`config.mk`:
```
export PLATFORM = sky130hd
export DESIGN_NAME = pingpong_ram
export DESIGN_NICKNAME = d
export VERILOG_FILES = /design/src/rtl/pingpong_pkg.sv /design/src/rtl/pingpong_bank.sv /design/src/rtl/pingpong_ram.sv
export SDC_FILE = /design/constraint.sdc
export NUM_CORES = 1
export LEC_CHECK = 0
export CAP_MARGIN = 20
export CORE_MARGIN = 2
export CORE_UTILIZATION = 62
export CTS_CLUSTER_DIAMETER = 40
export CTS_CLUSTER_SIZE = 10
export DETAILED_ROUTE_END_ITERATION = 12
export PLACE_DENSITY = 0.85
export SLEW_MARGIN = 20
export SYNTH_ARGS = -nofsm -noshare
export SYNTH_HDL_FRONTEND = slang
export SYNTH_SLANG_ARGS = --single-unit
```
`constraint.sdc`:
```
create_clock -name clk -period 11.7 [get_ports clk]
set_input_delay 2.34 -clock clk [delete_from_list [all_inputs] [get_ports clk]]
set_output_delay 2.34 -clock clk [all_outputs]
set_load 0.05 [all_outputs]
```
`src/rtl/pingpong_pkg.sv`:
```
// Shared types, constants and helpers for the ping-pong RAM.
package pingpong_pkg;

    // One bit selects which of the two banks is meant
    typedef logic bank_sel_t;

    localparam int NBANKS = 2;

    // Byte-lane count for a given data width
    function automatic int bw_of(input int dw);
        return dw / 8;
    endfunction

endpackage

```
`src/rtl/pingpong_bank.sv`:
```
// One bank of the ping-pong RAM: 2**AW x DW array with an active-low
// byte-lane write port and a registered read port.
module pingpong_bank
    import pingpong_pkg::*;
#(
    parameter int DW = 64,
    parameter int AW = 3,
    parameter int BW = bw_of(DW)
) (
    input  logic          clk,
    input  logic          we,
    input  logic [AW-1:0] wa,
    input  logic [DW-1:0] di,
    input  logic [BW-1:0] be_n,
    input  logic          re,
    input  logic [AW-1:0] ra,
    output logic [DW-1:0] q
);

    logic [DW-1:0] mem [2**AW];

    // Write only the lanes whose enable is low; the rest keep their contents
    always_ff @(posedge clk) begin
        if (we) begin
            for (int i = 0; i < BW; i++) begin
                if (!be_n[i]) begin
                    mem[wa][i*8 +: 8] <= di[i*8 +: 8];
                end
            end
        end
    end

    // Registered read; q holds its last value when re is low
    always_ff @(posedge clk) begin
        if (re) begin
            q <= mem[ra];
        end
    end

endmodule

```
`src/rtl/pingpong_ram.sv`:
```
// Ping-pong (double-buffered) RAM with commit/release ownership handshake.
// Optional macro PINGPONG_OUTREG_EN adds an output register (read latency 2).
module pingpong_ram
    import pingpong_pkg::*;
#(
    parameter  int DW = 64,
    parameter  int AW = 3,
    localparam int BW = bw_of(DW)
) (
    input  logic          clk,
    input  logic          rst,
    input  logic          wr_en,
    input  logic [AW-1:0] wa,
    input  logic [DW-1:0] di,
    input  logic [BW-1:0] be_n,
    input  logic          wr_commit,
    output logic          wr_ready,
    input  logic          rd_en,
    input  logic [AW-1:0] ra,
    input  logic          rd_release,
    output logic          rd_avail,
    output logic [DW-1:0] dout,
    output logic          dout_valid,
    output logic          wr_ovf
);

    bank_sel_t     wsel_reg, wsel_next;
    bank_sel_t     rsel;
    logic [1:0]    full_reg, full_next;
    logic          wr_acc, commit_acc, release_acc;
    logic          wr_ovf_reg;

    bank_sel_t     rd_sel_reg;
    logic          dout_zero_reg;
    logic          dout_valid_reg;
    logic [DW-1:0] bank_q [NBANKS];
    logic [DW-1:0] dout_s1;

    assign rsel     = ~wsel_reg;
    assign wr_ready = ~full_reg[wsel_reg];
    assign rd_avail = full_reg[rsel];
    assign wr_ovf   = wr_ovf_reg;

    // Ownership update: apply commit and release, then swap if the write bank
    // is full while the read bank is empty
    always_comb begin
        wr_acc      = wr_en && wr_ready;
        commit_acc  = wr_commit && wr_ready;
        release_acc = rd_release && rd_avail;
        full_next   = full_reg;
        if (commit_acc) begin
            full_next[wsel_reg] = 1'b1;
        end
        if (release_acc) begin
            full_next[rsel] = 1'b0;
        end
        wsel_next = wsel_reg;
        if (full_next[wsel_reg] && !full_next[rsel]) begin
            wsel_next = ~wsel_reg;
        end
    end

    // Control and first read-stage bookkeeping registers
    always_ff @(posedge clk) begin
        if (rst) begin
            wsel_reg       <= 1'b0;
            full_reg       <= 2'b00;
            wr_ovf_reg     <= 1'b0;
            rd_sel_reg     <= 1'b0;
            dout_zero_reg  <= 1'b1;
            dout_valid_reg <= 1'b0;
        end else begin
            wsel_reg <= wsel_next;
            full_reg <= full_next;
            if ((wr_en || wr_commit) && !wr_ready) begin
                wr_ovf_reg <= 1'b1;
            end
            if (rd_en) begin
                rd_sel_reg    <= rsel;
                dout_zero_reg <= 1'b0;
            end
            dout_valid_reg <= rd_en && rd_avail;
        end
    end

    generate
        for (genvar gi = 0; gi < NBANKS; gi++) begin : g_bank
            pingpong_bank #(
                .DW (DW),
                .AW (AW),
                .BW (BW)
            ) u_bank (
                .clk  (clk),
                .we   (wr_acc && (wsel_reg == bank_sel_t'(gi))),
                .wa   (wa),
                .di   (di),
                .be_n (be_n),
                .re   (rd_en && (rsel == bank_sel_t'(gi))),
                .ra   (ra),
                .q    (bank_q[gi])
            );
        end
    endgenerate

    // Bank outputs are not reset, so dout reads as zero until the first read
    assign dout_s1 = dout_zero_reg ? '0 : bank_q[rd_sel_reg];

`ifdef PINGPONG_OUTREG_EN
    logic [DW-1:0] dout_reg;
    logic          dout_valid_out_reg;

    // Second read stage: data and valid move together
    always_ff @(posedge clk) begin
        if (rst) begin
            dout_reg           <= '0;
            dout_valid_out_reg <= 1'b0;
        end else begin
            dout_reg           <= dout_s1;
            dout_valid_out_reg <= dout_valid_reg;
        end
    end

    assign dout       = dout_reg;
    assign dout_valid = dout_valid_out_reg;
`else
    assign dout       = dout_s1;
    assign dout_valid = dout_valid_reg;
`endif

endmodule

```
==> results.ini <==
[synth]
synthesis.area_um2 = 44700
ys_types = 32
synth_fa_ha_area_share_pct = 0
synthCells = 1957
synth_top_family_by_area = multiplexers
yosys.area.top_type = edfxtp_1
syn_avg_cell_area_um2 = 22.8
synth_seq_cells = 1159
synth-xor-area-share_pct = 0
ys_warn_count = 0
synth_nets = 2041
synth_compound_area_share_pct = 0.0924
synth-simple-area-share_pct = 2.17
synthMuxAreaShare_pct = 18.2
ys_seq_area_share_pct = 77.7
synth_top_area_share_pct = 77.4
synth_area_leaders = edfxtp_1 77%, mux4_2 9.6%, mux4_1 3.8%

[detailed_routing]
via_per_inst = 6.54
drc_errors = 0
detail-route-antenna-nets = 0
drtIter0Drc = 2792
drt_wl_total_um = 98500
wl_per_cell_um = 30.9
dr.pass1.iters = 5
num_vias = 20800

[timing]
drv_slew = 0
finalCritPeriodShare_pct = 50.9
fmax_mhz = 168
layout_setup_ws_ns = 5.74
timing.slew.headroom_pct = 12.5
setup-tns-final_ns = 0
period_needed_ns = 5.96
fin_skew_ns = 0.0278
setup_violations = 0
hold_violations = 0
max_slew.worst_pin.slew_ns = 1.31
grt_setup_unrepaired = no

[finish]
post-route-util_pct = 71.3
mostFrequentLayoutCells = 1,152 x edfxtp_1, 196 x nor2_1, 191 x mux4_2
nets = 2253
regArea_um2 = 34700
syn2layout_area_growth_pct = 14.0
nFillCells = 3918
drive_gt1_share_pct = 23.7
final_common_cell = edfxtp_1
largest_reg_flops = 1024
multi_input_area_um2 = 9150

[placement]
pre_cts_ws_ns = 6.49
place.gp.congestion = 0.777
dp_hpwl_um = 54100
portBuffers = 151

[grt]
grt.total_usage_pct = 27.3
grt_pass1_vias = 22200
grt_pass1_wl_um = 146000
grt_antenna_before_repair = 2
overflow = 0
grt_start_max_net_pins = 108

[die]
die_w_um = 272
die_y_um = 272
core_area_um2 = 71400
dieArea_um2 = 74200
initial_utilization_pct = 62.6
ios = 152
placementRows = 98

[status]
status = complete, no violations

[power]
clockPowerShare_pct = 43.3
power_frac_seq_pct = 51.2
power_w = 0.00914
p_sw_share_pct = 21.5
pwr-share-comb_pct = 5.5
p_int_w = 0.00718
leakagePower_nw = 16.2
powerDensity_nw_per_um2 = 180
irDropWorstVdd_v = 0.000163
p_sw_w = 0.00196

[critical_path]
crit_path_end_kind = output port
critical_path_class = flip-flop to output port
worst-path-max-fanout = 38
cp_data_required_time_ns = 9.36
critPathLaunch = rd_sel_reg
arrival_ns = 3.62
r2r_start = wsel_reg
startpoint_type = flip-flop

[worst_hold_path]
hold_path_class = flip-flop to flip-flop
worstHoldStart = wr_ovf

[clock_tree]
post_cts_buffers = 0
clock_latency_ns = 0.73
cts_hold_buf = 0
cts_tree = yes
clock-sinks = 1159
post_cts_resized = 0
cts_max_level = 4
cts_buffers = 145
root_buffer = clkbuf_16
clkSlewWorstSetupHoldPaths_ns = 0.05
clockBufferDepth = 3

[job]
max_cap_viol_count = 0

area by class of cell:
class / instances / share of cell area [%]
timing repair buffer: 166 / 3.29
tap: 950 / 2.33
sequential: 1159 / 68.2
clock buffer: 171 / 7.49
clock inverter: 39 / 0.661
multi-input combinational: 696 / 18.0
inverter: 1 / 0.00737
antenna: 4 / 0.0197
power groups by stage:
stage / logic (W) / registers, W / clock network (W)
5_1_grt: 0.000531 / 0.00468 / 0.00415
6_report: 0.000506 / 0.00468 / 0.00396
3_3_place_gp: 0.000482 / 0.00476 / 0
2_1_floorplan: 0.000317 / 0.00474 / 0
4_1_cts: 0.000506 / 0.00468 / 0.00399
3_5_place_dp: 0.000496 / 0.00476 / 0
worst max-delay path: stages (launching register included):
cell and delay (ns):
dfxtp_4 0.71, buf_4 0.83, mux2i_1 0.23, nor2_1 0.24, clkdlybuf4s50_1 0.86
per-stage QoR:
step                      hold slack, ns  area [um2]  instances
after floorplan                    0.493       44700       1957
after detailed placement           0.479       46700       2971
after global placement             0.464       46700       2971
after CTS                          0.491       50900       3181
after global routing               0.520       50900       3182
final                              0.487       50900       3186
cells by family (layout without fill, tap and decap cells):
group | count (synthesis) | count (layout)
other | 0 | 4
AOI/OAI and AO/OA | 6 | 6
buffers and inverters | 102 | 377
muxes | 450 | 450
and+or+nand+nor | 240 | 240
DFF | 1159 | 1159
Yosys cell counts:
cell type,number
a21o_1,1
a21oi_1,3
a311oi_1,1
and2_1,1
buf_1,12
buf_12,3
buf_2,9
buf_4,1
buf_6,8
buf_8,17
clkbuf_1,38
clkbuf_4,1
clkbuf_8,12
dfxtp_1,7
edfxtp_1,1152
inv_1,1
mux2_2,129
mux2i_1,65
mux4_1,65
mux4_2,191
nand2_1,18
nand2b_1,3
nand3_1,1
nand3b_1,3
nor2_1,198
nor2b_1,9
nor3_1,1
nor3b_1,1
o21ba_2,1
or2_2,2
or3_1,1
or3b_2,2
final timing paths:
| kind | to | slack (ns) | depth (start not counted) |
|---|---|---|---|
| min | wr_ovf | 0.49 | 1 |
| max reg2reg | g_bank[0].u_bank.mem[7][62] | 8.49 | 3 |
| max | dout[13] | 5.74 | 4 |
| min reg2reg | wr_ovf | 0.49 | 1 |
per-layer routing:
| metal | vias up | track usage (%) | wire length (um) | part of all wire (%) |
|---|---|---|---|---|
| met5 | - | 0 | 0 | 0 |
| met4 | 0 | 9.62 | 2710 | 2.8 |
| met3 | 194 | 5.72 | 8500 | 8.6 |
| met2 | 1176 | 44.1 | 49700 | 50 |
| met1 | 10900 | 37.7 | 37600 | 38 |
| li1 | 8549 | - | - | - |
No activity file was read; power rests on OpenSTA's default activity.
